File: config.mk
export PLATFORM = sky130hd
export DESIGN_NAME = hx8352_bus_receiver_flat
export DESIGN_NICKNAME = d
export VERILOG_FILES = /design/src/rtl/hx8352_bus_receiver_if.sv /design/src/rtl/hx8352_bus_receiver.sv /design/src/flat_wrapper.sv
export SDC_FILE = /design/constraint.sdc
export NUM_CORES = 1
export LEC_CHECK = 0
export BUFFER_PORTS_ARGS = -buffer_cell sky130_fd_sc_hd__buf_4
export CORE_ASPECT_RATIO = 1.5
export CORE_MARGIN = 2
export CORE_UTILIZATION = 50
export CTS_CLUSTER_SIZE = 16
export DETAILED_ROUTE_END_ITERATION = 6
export PLACE_DENSITY = 0.74
export SYNTH_ARGS = -nofsm -noshare
export SYNTH_HDL_FRONTEND = slang
export SYNTH_SLANG_ARGS = --single-unit
File: constraint.sdc
create_clock -name clk -period 2.4 [get_ports clk]
set_input_delay 0.48 -clock clk [delete_from_list [all_inputs] [get_ports clk]]
set_output_delay 0.48 -clock clk [all_outputs]
set_load 0.02 [all_outputs]
File: src/rtl/hx8352_bus_receiver_if.sv
// Pin-level 8080 bus between hx8352_controller and the panel-side receiver,
// plus the decoded event outputs of the receiver.
interface hx8352_bus_receiver_if;
  logic        lcd_cs;
  logic        lcd_rs;
  logic        lcd_wr;
  logic        lcd_rd;
  logic [15:0] data_input;
  logic [15:0] data_output;
  logic        data_oe;
  logic        cmd_valid;
  logic [7:0]  cmd_index;
  logic        reg_wr_valid;
  logic [15:0] reg_wr_data;
  logic        pixel_valid;
  logic [15:0] pixel_data;
  logic [8:0]  pixel_x;
  logic [8:0]  pixel_y;
  logic        frame_done;

  modport master (
    output lcd_cs, lcd_rs, lcd_wr, lcd_rd, data_input,
    input  data_output, data_oe, cmd_valid, cmd_index, reg_wr_valid, reg_wr_data,
           pixel_valid, pixel_data, pixel_x, pixel_y, frame_done
  );

  modport slave (
    input  lcd_cs, lcd_rs, lcd_wr, lcd_rd, data_input,
    output data_output, data_oe, cmd_valid, cmd_index, reg_wr_valid, reg_wr_data,
           pixel_valid, pixel_data, pixel_x, pixel_y, frame_done
  );
endinterface

File: src/rtl/hx8352_bus_receiver.sv
// HX8352 panel emulation: synchronizes the 8080 bus, decodes command/data
// writes, tracks the window and GRAM address counter, and answers reads.
module hx8352_bus_receiver #(
  parameter int          SYNC_STAGES   = 2,
  parameter logic [15:0] ID_CODE       = 16'h0052,
  parameter logic [8:0]  X_MAX_DEFAULT = 9'd239,
  parameter logic [8:0]  Y_MAX_DEFAULT = 9'd399
) (
  input logic                 clk,
  input logic                 rst,
  hx8352_bus_receiver_if.slave bus
);

  typedef enum logic [1:0] {IDLE, REG, GRAM} state_e;

  logic [SYNC_STAGES-1:0]       cs_sq, rs_sq, wr_sq, rd_sq;
  logic [SYNC_STAGES-1:0][15:0] dat_sq;
  logic                         wr_prev_q, rd_prev_q;

  always_ff @(posedge clk or negedge rst) begin
    if (!rst) begin
      cs_sq     <= '1;
      wr_sq     <= '1;
      rd_sq     <= '1;
      rs_sq     <= '0;
      dat_sq    <= '0;
      wr_prev_q <= 1'b1;
      rd_prev_q <= 1'b1;
    end else begin
      cs_sq     <= {cs_sq[SYNC_STAGES-2:0], bus.lcd_cs};
      rs_sq     <= {rs_sq[SYNC_STAGES-2:0], bus.lcd_rs};
      wr_sq     <= {wr_sq[SYNC_STAGES-2:0], bus.lcd_wr};
      rd_sq     <= {rd_sq[SYNC_STAGES-2:0], bus.lcd_rd};
      dat_sq    <= {dat_sq[SYNC_STAGES-2:0], bus.data_input};
      wr_prev_q <= wr_sq[SYNC_STAGES-1];
      rd_prev_q <= rd_sq[SYNC_STAGES-1];
    end
  end

  // Strobe, rs and data all come from the last stage so an event sees aligned values.
  logic        cs_s, rs_s, wr_s, rd_s;
  logic [15:0] dat_s;
  assign cs_s  = cs_sq[SYNC_STAGES-1];
  assign rs_s  = rs_sq[SYNC_STAGES-1];
  assign wr_s  = wr_sq[SYNC_STAGES-1];
  assign rd_s  = rd_sq[SYNC_STAGES-1];
  assign dat_s = dat_sq[SYNC_STAGES-1];

  logic wr_evt, rd_fall, rd_cond;
  assign wr_evt  = wr_s & ~wr_prev_q & ~cs_s;
  assign rd_fall = ~rd_s & rd_prev_q & ~cs_s & rs_s;
  assign rd_cond = ~rd_s & ~cs_s & rs_s & wr_s;

  state_e      state_q, state_d;
  logic [7:0]  idx_q, idx_d;
  logic [8:0]  xs_q, xs_d, xe_q, xe_d, ys_q, ys_d, ye_q, ye_d;
  logic [8:0]  xc_q, xc_d, yc_q, yc_d;
  logic [15:0] dout_q, dout_d, rd_val;
  logic        oe_q, oe_d;
  logic        cmd_v_q, cmd_v_d, reg_v_q, reg_v_d, pix_v_q, pix_v_d, fd_q, fd_d;
  logic [15:0] reg_dat_q, reg_dat_d, pix_dat_q, pix_dat_d;
  logic [8:0]  pix_x_q, pix_x_d, pix_y_q, pix_y_d;

  always_comb begin
    rd_val = 16'h0000;
    case (idx_q)
      8'h00: rd_val = ID_CODE;
      8'h02: rd_val = {15'b0, xs_q[8]};
      8'h03: rd_val = {8'h00, xs_q[7:0]};
      8'h04: rd_val = {15'b0, xe_q[8]};
      8'h05: rd_val = {8'h00, xe_q[7:0]};
      8'h06: rd_val = {15'b0, ys_q[8]};
      8'h07: rd_val = {8'h00, ys_q[7:0]};
      8'h08: rd_val = {15'b0, ye_q[8]};
      8'h09: rd_val = {8'h00, ye_q[7:0]};
      default: rd_val = 16'h0000;
    endcase
  end

  always_comb begin
    state_d   = state_q;
    idx_d     = idx_q;
    xs_d      = xs_q;
    xe_d      = xe_q;
    ys_d      = ys_q;
    ye_d      = ye_q;
    xc_d      = xc_q;
    yc_d      = yc_q;
    dout_d    = rd_fall ? rd_val : dout_q;
    oe_d      = rd_cond;
    cmd_v_d   = 1'b0;
    reg_v_d   = 1'b0;
    pix_v_d   = 1'b0;
    fd_d      = 1'b0;
    reg_dat_d = reg_dat_q;
    pix_dat_d = pix_dat_q;
    pix_x_d   = pix_x_q;
    pix_y_d   = pix_y_q;
    if (wr_evt) begin
      if (!rs_s) begin
        idx_d   = dat_s[7:0];
        cmd_v_d = 1'b1;
        if (dat_s[7:0] == 8'h22) begin
          xc_d    = xs_q;
          yc_d    = ys_q;
          state_d = GRAM;
        end else begin
          state_d = REG;
        end
      end else begin
        case (state_q)
          REG: begin
            reg_v_d   = 1'b1;
            reg_dat_d = dat_s;
            case (idx_q)
              8'h02: xs_d[8]   = dat_s[0];
              8'h03: xs_d[7:0] = dat_s[7:0];
              8'h04: xe_d[8]   = dat_s[0];
              8'h05: xe_d[7:0] = dat_s[7:0];
              8'h06: ys_d[8]   = dat_s[0];
              8'h07: ys_d[7:0] = dat_s[7:0];
              8'h08: ye_d[8]   = dat_s[0];
              8'h09: ye_d[7:0] = dat_s[7:0];
              default: ;
            endcase
          end
          GRAM: begin
            pix_v_d   = 1'b1;
            pix_dat_d = dat_s;
            pix_x_d   = xc_q;
            pix_y_d   = yc_q;
            // >= keeps the wrap well-defined even if end < start
            if (xc_q >= xe_q) begin
              xc_d = xs_q;
              if (yc_q >= ye_q) begin
                yc_d = ys_q;
                fd_d = 1'b1;
              end else begin
                yc_d = yc_q + 9'd1;
              end
            end else begin
              xc_d = xc_q + 9'd1;
            end
          end
          default: ;
        endcase
      end
    end
  end

  always_ff @(posedge clk or negedge rst) begin
    if (!rst) begin
      state_q   <= IDLE;
      idx_q     <= 8'h00;
      xs_q      <= 9'd0;
      ys_q      <= 9'd0;
      xe_q      <= X_MAX_DEFAULT;
      ye_q      <= Y_MAX_DEFAULT;
      xc_q      <= 9'd0;
      yc_q      <= 9'd0;
      dout_q    <= 16'h0000;
      oe_q      <= 1'b0;
      cmd_v_q   <= 1'b0;
      reg_v_q   <= 1'b0;
      pix_v_q   <= 1'b0;
      fd_q      <= 1'b0;
      reg_dat_q <= 16'h0000;
      pix_dat_q <= 16'h0000;
      pix_x_q   <= 9'd0;
      pix_y_q   <= 9'd0;
    end else begin
      state_q   <= state_d;
      idx_q     <= idx_d;
      xs_q      <= xs_d;
      ys_q      <= ys_d;
      xe_q      <= xe_d;
      ye_q      <= ye_d;
      xc_q      <= xc_d;
      yc_q      <= yc_d;
      dout_q    <= dout_d;
      oe_q      <= oe_d;
      cmd_v_q   <= cmd_v_d;
      reg_v_q   <= reg_v_d;
      pix_v_q   <= pix_v_d;
      fd_q      <= fd_d;
      reg_dat_q <= reg_dat_d;
      pix_dat_q <= pix_dat_d;
      pix_x_q   <= pix_x_d;
      pix_y_q   <= pix_y_d;
    end
  end

  assign bus.data_output  = dout_q;
  assign bus.data_oe      = oe_q;
  assign bus.cmd_valid    = cmd_v_q;
  assign bus.cmd_index    = idx_q;
  assign bus.reg_wr_valid = reg_v_q;
  assign bus.reg_wr_data  = reg_dat_q;
  assign bus.pixel_valid  = pix_v_q;
  assign bus.pixel_data   = pix_dat_q;
  assign bus.pixel_x      = pix_x_q;
  assign bus.pixel_y      = pix_y_q;
  assign bus.frame_done   = fd_q;

endmodule

File: src/flat_wrapper.sv
// flat-port wrapper written by rule: the top's interface ports become plain ports
module hx8352_bus_receiver_flat 
#(
  parameter int          SYNC_STAGES   = 2,
  parameter logic [15:0] ID_CODE       = 16'h0052,
  parameter logic [8:0]  X_MAX_DEFAULT = 9'd239,
  parameter logic [8:0]  Y_MAX_DEFAULT = 9'd399
)
  (clk, rst, bus_lcd_cs, bus_lcd_rs, bus_lcd_wr, bus_lcd_rd, bus_data_input, bus_data_output, bus_data_oe, bus_cmd_valid, bus_cmd_index, bus_reg_wr_valid, bus_reg_wr_data, bus_pixel_valid, bus_pixel_data, bus_pixel_x, bus_pixel_y, bus_frame_done);
  hx8352_bus_receiver_if bus_i ();
  input logic clk;
  input logic rst;
  input wire logic [$bits(bus_i.lcd_cs)-1:0] bus_lcd_cs;
  input wire logic [$bits(bus_i.lcd_rs)-1:0] bus_lcd_rs;
  input wire logic [$bits(bus_i.lcd_wr)-1:0] bus_lcd_wr;
  input wire logic [$bits(bus_i.lcd_rd)-1:0] bus_lcd_rd;
  input wire logic [$bits(bus_i.data_input)-1:0] bus_data_input;
  output wire logic [$bits(bus_i.data_output)-1:0] bus_data_output;
  output wire logic [$bits(bus_i.data_oe)-1:0] bus_data_oe;
  output wire logic [$bits(bus_i.cmd_valid)-1:0] bus_cmd_valid;
  output wire logic [$bits(bus_i.cmd_index)-1:0] bus_cmd_index;
  output wire logic [$bits(bus_i.reg_wr_valid)-1:0] bus_reg_wr_valid;
  output wire logic [$bits(bus_i.reg_wr_data)-1:0] bus_reg_wr_data;
  output wire logic [$bits(bus_i.pixel_valid)-1:0] bus_pixel_valid;
  output wire logic [$bits(bus_i.pixel_data)-1:0] bus_pixel_data;
  output wire logic [$bits(bus_i.pixel_x)-1:0] bus_pixel_x;
  output wire logic [$bits(bus_i.pixel_y)-1:0] bus_pixel_y;
  output wire logic [$bits(bus_i.frame_done)-1:0] bus_frame_done;
  assign bus_i.lcd_cs = bus_lcd_cs;
  assign bus_i.lcd_rs = bus_lcd_rs;
  assign bus_i.lcd_wr = bus_lcd_wr;
  assign bus_i.lcd_rd = bus_lcd_rd;
  assign bus_i.data_input = bus_data_input;
  assign bus_data_output = bus_i.data_output;
  assign bus_data_oe = bus_i.data_oe;
  assign bus_cmd_valid = bus_i.cmd_valid;
  assign bus_cmd_index = bus_i.cmd_index;
  assign bus_reg_wr_valid = bus_i.reg_wr_valid;
  assign bus_reg_wr_data = bus_i.reg_wr_data;
  assign bus_pixel_valid = bus_i.pixel_valid;
  assign bus_pixel_data = bus_i.pixel_data;
  assign bus_pixel_x = bus_i.pixel_x;
  assign bus_pixel_y = bus_i.pixel_y;
  assign bus_frame_done = bus_i.frame_done;
  hx8352_bus_receiver #(.SYNC_STAGES(SYNC_STAGES), .ID_CODE(ID_CODE), .X_MAX_DEFAULT(X_MAX_DEFAULT), .Y_MAX_DEFAULT(Y_MAX_DEFAULT)) u_core (.clk(clk), .rst(rst), .bus(bus_i));
endmodule
==> qor.yml, run 1 <==
global_routing:
  grt-ovfl-total: 0
  antenna_found_initial: 0
  grt_max_degree: 50
  grt_pass1_vias: 5151
  grt_pass1_wl_mm: 27.16
  track_usage_pct: 23.83
floorplan:
  coreArea_um2: 13930
  start_util_pct: 51.02
  fp.dieH_um: 150
  io_pins: 101
  die_width_um: 101.3
  die-area_um2: 15200
  floorplan.rows: 53
timing:
  skew_ns: 0.01807
  tightest_slew_ns: 0.5327
  period_share_pct: 95.58
  setup_tns_ns: 0
  slew_headroom_pct: 63.99
  setup_viol: 0
  fin_crit_ns: 2.294
  fin_ws_ns: 0.1060
  slew_viol_final: 0
  max_freq_mhz: 435.9
  hold_viol_final: 0
yosys:
  synth-edff-count: 0
  ys_ff_latch: 169
  async_reset_ff_share_pct: 100.0
  syn_inst: 598
  ys_seq_area_share_pct: 59.89
  synth_cell_type_count: 58
  synthFlopType: "dfrtp_1"
  synth_area_um2: 7106
  syn_area_per_cell_um2: 11.88
  yosys_warnings: 0
cells_and_area:
  multi_input_area_um2: 2649
  final_nets: 765
  final_common_cell: "dfrtp_1"
  seq_area_um2: 4255
  fillCellCount: 1110
  areaGrowthSynthToFinish_pct: 23.26
  final_layout_size_suffix_gt1_share_pct: 35.60
  final_cell_mix: "dfrtp_1 (148), buf_4 (121), nand2_1 (117)"
  diodes: 0
critical_path:
  critPathRequiredTime_ns: 2.69
  critPathMaxFanout: 9
  reg2reg_depth: 8
  cp-end-kind: "register"
  worstSetupStartpointType: "register"
  r2r_start: "u_core.xe_q[2]"
  path_class: "register to register"
  max_stage_delay_ns: 0.53
  rrSetupSlack_ns: 0.11
  path_cells: "inv_1, ha_1, a21o_1, a31oi_2, a31o_2, nand2_1, and3_1, a221o_1"
  critical_path_buf_inv_count: 1
  r2r-end: "u_core.xc_q[7]"
  cp.arrival_ns: 2.59
  crit_family: "compound AO/OA/AOI/OAI gates"
  crit_slowest_cell: "dfstp_2"
clocking:
  cts_buffers: 17
  postCtsSetupBuffers: 0
  clk_path_buf_depth: 2
  htree_levels: 4
  clkLatencyLatePin_ns: 0.43
  cts_tree: "built"
  ctsRootBufferMaster: "clkbuf_16"
  cts.sinks: 169
  clk_pin_slew_ns: 0.07
placed_design:
  dpl_worst_slack_ns: 0.08649
  gp_congestion: 0.9175
  io_buffers: 92
  dp_hpwl_mm: 12.45
detailed_routing:
  drt-initial-drc-count: 327
  dr.pass1.iters: 6
  totalWireLength_mm: 17.15
  drc: 0
  ant_nets: 0
  vias: 5054
  vias_per_cell: 5.609
  wl_per_cell_um: 19.04
outcome:
  status: "completed"
run:
  max-cap-violations: 0
power_and_ir_drop:
  p_int_mw: 4.824
  p_sw_mw: 1.775
  switching_share_pct: 26.89
  p_seq_share_pct: 48.0
  comb_power_share_pct: 12.7
  finalPower_mw: 6.599
  power_frac_clock_pct: 39.2
  p_leak_nw: 4.269
  peakVddDrop_mv: 0.4313
  p_per_area_nw_per_um2: 753.4
min_path:
  min_delay_worst_endpoint: "u_core.dat_sq[4]"
  hold_depth: 1
  hp-class: "input port to register"
  hp-start: "bus_data_input[4]"
-- routing by layer --
metal / GRT usage (%) / part of all wire (%) / vias up
met5: 0 / 0 / -
li1: - / - / 2339
met3: 3.643 / 4.3 / 45
met4: 14.12 / 4.6 / 0
met1: 29.35 / 40 / 2482
met2: 39.30 / 51 / 188
-- cell type report --
class | instances | share of cell area, %
clock buffers | 18 | 4.900
clock inverters | 14 | 1.414
inverters | 25 | 1.071
multi-input cells | 383 | 30.24
flip-flops and latches | 169 | 48.59
well taps | 165 | 2.357
repair buffers | 127 | 11.43
-- cells in the mapped netlist (4+ instances only) --
master	n	share of area, %
nand2_1	117	6.2
ha_1	20	3.5
o21ai_0	29	2.0
dfrtp_1	148	52
a222oi_1	5	0.70
buf_4	10	1.1
a22oi_1	9	0.95
nand4_1	6	0.53
mux2_2	62	9.8
dfstp_2	21	7.8
mux2i_1	4	0.56
nor3_1	4	0.28
clkbuf_1	12	0.63
and3_1	6	0.53
inv_1	24	1.3
a21oi_1	18	1.3
nor2_1	18	0.95
nor4_1	5	0.44
nand3_1	17	1.2
a22o_1	9	1.1
buf_2	5	0.35
-- state kept, by name, summed over array words and instances, names as in the netlist, 2 cells and up --
name / cells
u_core.bus.reg_wr_data: 16
u_core.xc_q: 9
u_core.yc_q: 9
u_core.wr_sq: 2
u_core.dat_s: 16
u_core.state_q: 2
u_core.xe_q: 9
u_core.ys_q: 9
u_core.bus.pixel_data: 16
u_core.bus.data_output: 8
u_core.dat_sq: 16
u_core.ye_q: 9
u_core.rd_sq: 2
u_core.rs_sq: 2
u_core.bus.cmd_index: 8
u_core.bus.pixel_y: 9
u_core.bus.pixel_x: 9
u_core.xs_q: 9
u_core.cs_sq: 2
-- metrics by stage --
| step | hold WS [ns] | area (um2) | std cells | utilization, % |
|---|---|---|---|---|
| after floorplan | 0.1844 | 7132 | 605 | - |
| after global placement | 0.3333 | 8169 | 868 | 58.66 |
| after detailed placement | 0.3347 | 8169 | 868 | 58.66 |
| after CTS | 0.1445 | 8732 | 901 | 62.70 |
| after global routing | 0.1500 | 8758 | 901 | 62.89 |
| final | 0.1552 | 8758 | 901 | 62.89 |
-- how the worst max path moves through the flow --
stage	slack, ns	from	cells past startpoint	to
2_1_floorplan	0.12	u_core.ye_q[8]	9	u_core.yc_q[7]
3_3_place_gp	0.15	u_core.xe_q[6]	9	u_core.xc_q[8]
3_5_place_dp	0.09	u_core.ye_q[8]	9	u_core.yc_q[6]
4_1_cts	0.07	u_core.ye_q[8]	9	u_core.yc_q[6]
5_1_grt	-0.003	u_core.xe_q[2]	8	u_core.xc_q[7]
6_report	0.11	u_core.xe_q[2]	8	u_core.xc_q[7]
-- cells by family (layout without fill, tap and decap cells) --
logic type | Yosys count | count (layout) | share of synthesized area (%)
other cells | 1 | 8 | 0.05278
buf+inv | 53 | 184 | 3.522
fa+ha+maj | 20 | 20 | 3.522
simple gates | 196 | 196 | 13.44
mux | 67 | 67 | 10.71
flops | 169 | 169 | 59.89
compound gates | 92 | 92 | 8.875
-- power groups by stage --
stage	Clock [mW]	Combinational [mW]	Sequential, mW
after floorplan	0	0.344	3.31
after global placement	0	0.819	3.21
after detailed placement	0	0.837	3.22
after CTS	2.65	0.841	3.17
after global routing	2.77	0.912	3.19
final	2.59	0.841	3.17
-- worst reg2reg max path: cells and delay by family, from the launching register on --
kind,cells,cell delay [ns]
AO/OA/AOI/OAI,4,0.86
buffers and inverters,1,0.05
flip-flops,1,0.53
adder cells (fa/ha/maj),1,0.29
AND/OR/NAND/NOR,2,0.43
-- repair_timing --
item                       4_1_cts  5_1_grt
hold buffers                     1        0
hold endpoints to repair         8        0
gates resized for setup          0        7
setup endpoints to repair        0       13
Power figures use the tool's default switching activity.
==> inputs of run 2 (changes only) <==
--- a/config.mk
+++ b/config.mk
@@ -9,6 +9,7 @@
 export CORE_ASPECT_RATIO = 1.5
 export CORE_MARGIN = 2
 export CORE_UTILIZATION = 50
+export CTS_BUF_LIST = sky130_fd_sc_hd__clkbuf_4 sky130_fd_sc_hd__clkbuf_8
 export CTS_CLUSTER_SIZE = 16
 export DETAILED_ROUTE_END_ITERATION = 6
 export PLACE_DENSITY = 0.74
==> qor.yml, run 2 (synthesis results as in run 1) <==
timing:
  period_share_pct: 95.56  # about the same
  skew_ns: 0.01311  # -0.004954 ns
  slew_viol_final: 0  # unchanged
  rsz0062_at_grt: "true"
  fin_ws_ns: 0.1066  # +0.0006620 ns
  slew_headroom_pct: 64.55  # +0.56 points
  setup_viol: 0  # unchanged
  hold_viol_final: 0  # unchanged
  tightest_slew_ns: 0.5244  # -0.008248 ns
  fin_crit_ns: 2.293  # -0.0006620 ns
  holdWs_ns: 0.1298  # -0.02540 ns
  max_freq_mhz: 436.0  # about the same
clocking:
  cts.sinks: 169  # unchanged
  postCtsSetupBuffers: 0  # unchanged
  clkLatencyLatePin_ns: 0.45  # +0.02 ns
  cts_tree: "built"
  clk_pin_slew_ns: 0.09  # +0.02 ns
  htree_levels: 4  # unchanged
  clk_path_buf_depth: 2  # unchanged
  ctsRootBufferMaster: "clkbuf_8"
  cts_buffers: 17  # unchanged
outcome:
  status: "completed"
cells_and_area:
  final_layout_size_suffix_gt1_share_pct: 35.73  # +0.14 points
  diodes: 0  # unchanged
  post-route-util_pct: 61.55  # -1.3 points
  final_cell_mix: "dfrtp_1 (148), buf_4 (121), nand2_1 (117)"
  final_nets: 765  # unchanged
  final_common_cell: "dfrtp_1"
  fillCellCount: 1131  # +1.9%
  areaGrowthSynthToFinish_pct: 20.62
min_path:
  min_delay_worst_endpoint: "u_core.dat_sq[15]"
  hold_depth: 1  # unchanged
  hp-class: "input port to register"
  hp-start: "bus_data_input[15]"
placed_design:
  dp_hpwl_mm: 12.45  # unchanged
  dpl_worst_slack_ns: 0.08649  # unchanged
  io_buffers: 92  # unchanged
  gp_congestion: 0.9175  # unchanged
floorplan:
  fp.dieH_um: 150  # unchanged
  start_util_pct: 51.02  # unchanged
  io_pins: 101  # unchanged
  coreArea_um2: 13930  # unchanged
  die_width_um: 101.3  # unchanged
  floorplan.rows: 53  # unchanged
  die-area_um2: 15200  # unchanged
detailed_routing:
  vias_per_cell: 5.588  # -0.38%
  drc: 0  # unchanged
  ant_nets: 0  # unchanged
  vias: 5035  # -0.38%
  dr.pass1.iters: 5  # -1
  drt-initial-drc-count: 330  # +0.92%
  wl_per_cell_um: 18.77  # -1.4%
  totalWireLength_mm: 16.91  # -1.4%
power_and_ir_drop:
  finalPower_mw: 5.919  # -10%
  comb_power_share_pct: 14.2  # +1.5 points
  power_frac_clock_pct: 32.4  # -6.8 points
  p_seq_share_pct: 53.4  # +5.4 points
  switching_share_pct: 28.64  # +1.7 points
  p_int_mw: 4.224  # -12%
  p_sw_mw: 1.695  # -4.5%
  p_leak_nw: 4.185  # -2.0%
  peakVddDrop_mv: 0.5045  # +17%
  p_per_area_nw_per_um2: 690.6  # -8.3%
critical_path:
  r2r_start: "u_core.xe_q[2]"
  r2r-end: "u_core.xc_q[7]"
  max_stage_delay_ns: 0.54  # about the same
  crit_family: "compound AO/OA/AOI/OAI gates"
  reg2reg_depth: 8  # unchanged
  cp-end-kind: "register"
  worstSetupStartpointType: "register"
  critical_path_buf_inv_count: 1  # unchanged
  critPathMaxFanout: 9  # unchanged
  cp.arrival_ns: 2.62  # +0.03 ns
  critPathRequiredTime_ns: 2.72  # +0.03 ns
  crit_slowest_cell: "dfstp_2"
  rrSetupSlack_ns: 0.11  # about the same
  path_class: "register to register"
  path_cells: "inv_1, ha_1, a21o_1, a31oi_2, a31o_2, nand2_1, and3_1, a221o_1"
global_routing:
  antenna_found_initial: 0  # unchanged
  grt-ovfl-total: 0  # unchanged
  grt_max_degree: 50  # unchanged
  track_usage_pct: 23.63  # -0.21 points
  grt_pass1_wl_mm: 26.88  # -1.0%
  grt_pass1_vias: 5051  # -1.9%
run:
  max-cap-violations: 0  # unchanged
==> run 2: area by class of cell <==
| type | count | area [um2] | share of cell area, % |
|---|---|---|---|
| flip-flops and latches | 169 | 4255 | 49.65 |
| well taps | 165 | 206.4 | 2.409 |
| clock buffers | 18 | 241.5 | 2.818 |
| multi-input cells | 383 | 2649 | 30.91 |
| clock inverters | 14 | 123.9 | 1.445 |
| repair buffers | 127 | 1001 | 11.68 |
| inverters | 25 | 93.84 | 1.095 |
==> run 2: timing repair <==
| action | in CTS | in global routing |
|---|---|---|
| hold endpoints to repair | 42 | 0 |
| gates resized for setup | 0 | 7 |
| hold buffers | 1 | 0 |
| setup endpoints to repair | 0 | 13 |
==> run 2: worst max-delay path by stage <==
stage / start / slack (ns) / end / cells after the start
after floorplan: u_core.ye_q[8] / 0.12 / u_core.yc_q[7] / 9
after global placement: u_core.xe_q[6] / 0.15 / u_core.xc_q[8] / 9
after detailed placement: u_core.ye_q[8] / 0.09 / u_core.yc_q[6] / 9
after CTS: u_core.ye_q[8] / 0.07 / u_core.yc_q[6] / 9
after global routing: u_core.xe_q[2] / -0.003 / u_core.xc_q[7] / 8
final: u_core.xe_q[2] / 0.11 / u_core.xc_q[7] / 8
==> run 2: metrics by stage <==
| stage | area (um2) | TNS [ns] | std cells |
|---|---|---|---|
| final | 8571 | 0 | 901 |
| after global routing | 8571 | -0.004623 | 901 |
| after CTS | 8544 | 0 | 901 |
| after detailed placement | 8169 | 0 | 868 |
| after global placement | 8169 | 0 | 868 |
| after floorplan | 7132 | 0 | 605 |
==> run 2: power groups by stage <==
| stage | combinational [mW] | sequential, mW | clock (mW) |
|---|---|---|---|
| floorplan | 0.344 | 3.31 | 0 |
| CTS | 0.841 | 3.16 | 1.96 |
| global placement | 0.819 | 3.21 | 0 |
| global route | 0.910 | 3.19 | 2.08 |
| finish | 0.841 | 3.16 | 1.92 |
| detailed placement | 0.837 | 3.22 | 0 |
==> run 2: metal layers <==
metal  track usage (%)  share of wire, %
met5                 0                 0
met2             39.34                51
met4             11.55               3.5
met3             4.577               4.0
met1             29.25                41
==> inputs of run 3 (changes only) <==
--- a/config.mk
+++ b/config.mk
@@ -8,11 +8,11 @@
 export BUFFER_PORTS_ARGS = -buffer_cell sky130_fd_sc_hd__buf_4
 export CORE_ASPECT_RATIO = 1.5
 export CORE_MARGIN = 2
-export CORE_UTILIZATION = 50
+export CORE_UTILIZATION = 62
 export CTS_BUF_LIST = sky130_fd_sc_hd__clkbuf_4 sky130_fd_sc_hd__clkbuf_8
 export CTS_CLUSTER_SIZE = 16
 export DETAILED_ROUTE_END_ITERATION = 6
-export PLACE_DENSITY = 0.74
+export PLACE_DENSITY = 0.85
 export SYNTH_ARGS = -nofsm -noshare
 export SYNTH_HDL_FRONTEND = slang
 export SYNTH_SLANG_ARGS = --single-unit
==> constraint.sdc (replaced) <==
create_clock -name clk -period 2.8 [get_ports clk]
set_input_delay 0.56 -clock clk [delete_from_list [all_inputs] [get_ports clk]]
set_output_delay 0.56 -clock clk [all_outputs]
set_load 0.02 [all_outputs]
==> qor.yml, run 3 (synthesis results as in run 1) <==
placed_design:
  dpl_worst_slack_ns: 0.3517  # +0.2652 ns
  place_area_um2: 8029  # -1.7%
  io_buffers: 92  # unchanged
  gp_congestion: 1.003  # +9.3%
  dp_hpwl_mm: 11.96  # -4.0%
floorplan:
  die_width_um: 91.41  # -9.8%
  fp.dieH_um: 135.1  # -9.9%
  coreArea_um2: 11110  # -20%
  die-area_um2: 12350  # -19%
  start_util_pct: 63.93  # +13 points
  io_pins: 101  # unchanged
  floorplan.rows: 47  # -11%
clocking:
  ctsRootBufferMaster: "clkbuf_8"
  clk_pin_slew_ns: 0.09  # about the same
  cts_resized: 0  # unchanged
  cts_buffers: 17  # unchanged
  clkLatencyLatePin_ns: 0.46  # about the same
  postCtsSetupBuffers: 0  # unchanged
  cts_tree: "built"
  cts.sinks: 169  # unchanged
  clk_path_buf_depth: 2  # unchanged
  htree_levels: 4  # unchanged
  cts_hold_buf: 0  # -1
timing:
  rsz0062_at_grt: "false"
  slew_headroom_pct: 55.09  # -9.5 points
  tightest_slew_ns: 0.6736  # +0.1492 ns
  setup_viol: 0  # unchanged
  max_freq_mhz: 394.8  # -9.5%
  skew_ns: 0.01321  # +0.00009600 ns
  hold_viol_final: 0  # unchanged
  fin_ws_ns: 0.2671  # +0.1604 ns
  period_share_pct: 90.46  # -5.1 points
  slew_viol_final: 0  # unchanged
  fin_crit_ns: 2.533  # +0.2396 ns
  setup_tns_ns: 0  # unchanged
global_routing:
  track_usage_pct: 28.15  # +4.5 points
  grt-ovfl-total: 0  # unchanged
  grt_pass1_wl_mm: 26.52  # -1.3%
  grt_pass1_vias: 5162  # +2.2%
  antenna_found_initial: 0  # unchanged
  grt_max_degree: 73  # +46%
cells_and_area:
  final_cell_mix: "dfrtp_1 (148), nand2_1 (117), buf_4 (109)"
  post-route-util_pct: 75.81  # +14 points
  final_common_cell: "dfrtp_1"
  final_nets: 750  # -2.0%
  areaGrowthSynthToFinish_pct: 18.58
  final_layout_size_suffix_gt1_share_pct: 33.98  # -1.8 points
  final_cell_area_um2: 8426  # -1.7%
  diodes: 0  # unchanged
critical_path:
  crit_family: "compound AO/OA/AOI/OAI gates"
  worstSetupStartpointType: "register"
  cp.arrival_ns: 2.86  # +0.24 ns
  cp-end-kind: "register"
  critical_path_buf_inv_count: 1  # unchanged
  path_class: "register to register"
  max_stage_delay_ns: 0.56  # +0.02 ns
  critPathRequiredTime_ns: 3.13  # +0.41 ns
  critPathMaxFanout: 6  # -3
  crit_slowest_cell: "dfstp_2"
  path_cells: "inv_1, ha_1, a21oi_1, o21ai_0, a2111oi_4, a2bb2oi_1, o32ai_1, nor2_1"
run:
  max-cap-violations: 0  # unchanged
outcome:
  status: "completed"
detailed_routing:
  dr.pass1.iters: 5  # unchanged
  vias_per_cell: 5.870  # +5.0%
  totalWireLength_mm: 16.35  # -3.3%
  drt-initial-drc-count: 335  # +1.5%
  drc: 0  # unchanged
  wl_per_cell_um: 18.84  # +0.38%
  ant_nets: 0  # unchanged
  vias: 5095  # +1.2%
power_and_ir_drop:
  p_leak_nw: 4.121  # -1.5%
  p_per_area_nw_per_um2: 608.6  # -12%
  peakVddDrop_mv: 0.5440  # +7.8%
  finalPower_mw: 5.128  # -13%
min_path:
  hp-class: "input port to asynchronous set/reset pin"
==> run 3: per-stage QoR <==
step                std cells  hold slack, ns
global placement          836          0.3332
CTS                       868          0.1206
global route              868          0.1456
detailed placement        836          0.3347
finish                    868          0.1005
floorplan                 605          0.2644
==> run 3: layout make-up <==
cell class | instances | area [um2]
Timing Repair Buffer | 112 | 869.6
Inverter | 25 | 93.84
Clock buffer | 18 | 247.7
Sequential cell | 169 | 4255
Fill cell | 734 | 2689
Multi-Input combinational cell | 383 | 2626
Clock inverter | 14 | 148.9
Tap cell | 147 | 183.9
==> run 3: worst paths after layout <==
path / cells past startpoint / endpoint / slack (ns) / from
worst max-delay path: 8 / u_core.yc_q[6] / 0.27 / u_core.ye_q[8]
max in group asynchronous: 2 / u_core.dat_sq[3] / 1.90 / rst
worst min-delay path: 1 / u_core.bus.reg_wr_data[9] / 0.10 / rst
worst max register to register: 8 / u_core.yc_q[6] / 0.27 / u_core.ye_q[8]
worst min register to register: 0 / u_core.dat_s[13] / 0.35 / u_core.dat_sq[13]
min in group clk: 1 / u_core.dat_sq[8] / 0.20 / bus_data_input[8]
==> run 3: where the power goes <==
group | switching (mW) | leakage [nW] | internal [mW] | total [mW]
sequential | 0.126 | 2.16 | 2.59 | 2.71
combinational | 0.401 | 1.76 | 0.293 | 0.694
clock | 0.953 | 0.203 | 0.767 | 1.72
total | 1.48 | 4.12 | 3.65 | 5.13
==> run 3: metal layers <==
| metal | track usage [%] | share of wire [%] | up-vias |
|---|---|---|---|
| li1 | - | - | 2307 |
| met1 | 33.68 | 39 | 2523 |
| met2 | 47.26 | 51 | 213 |
| met3 | 4.743 | 5.0 | 52 |
| met4 | 17.85 | 5.4 | 0 |
| met5 | 0 | 0 | - |
==> run 3: worst reg2reg max path: cells and delay by family (launching register included) <==
kind | cells | cell delay, ns
flops | 1 | 0.56
buf+inv | 1 | 0.04
simple gates | 1 | 0.08
compound gates | 5 | 1.42
fa+ha+maj | 1 | 0.30
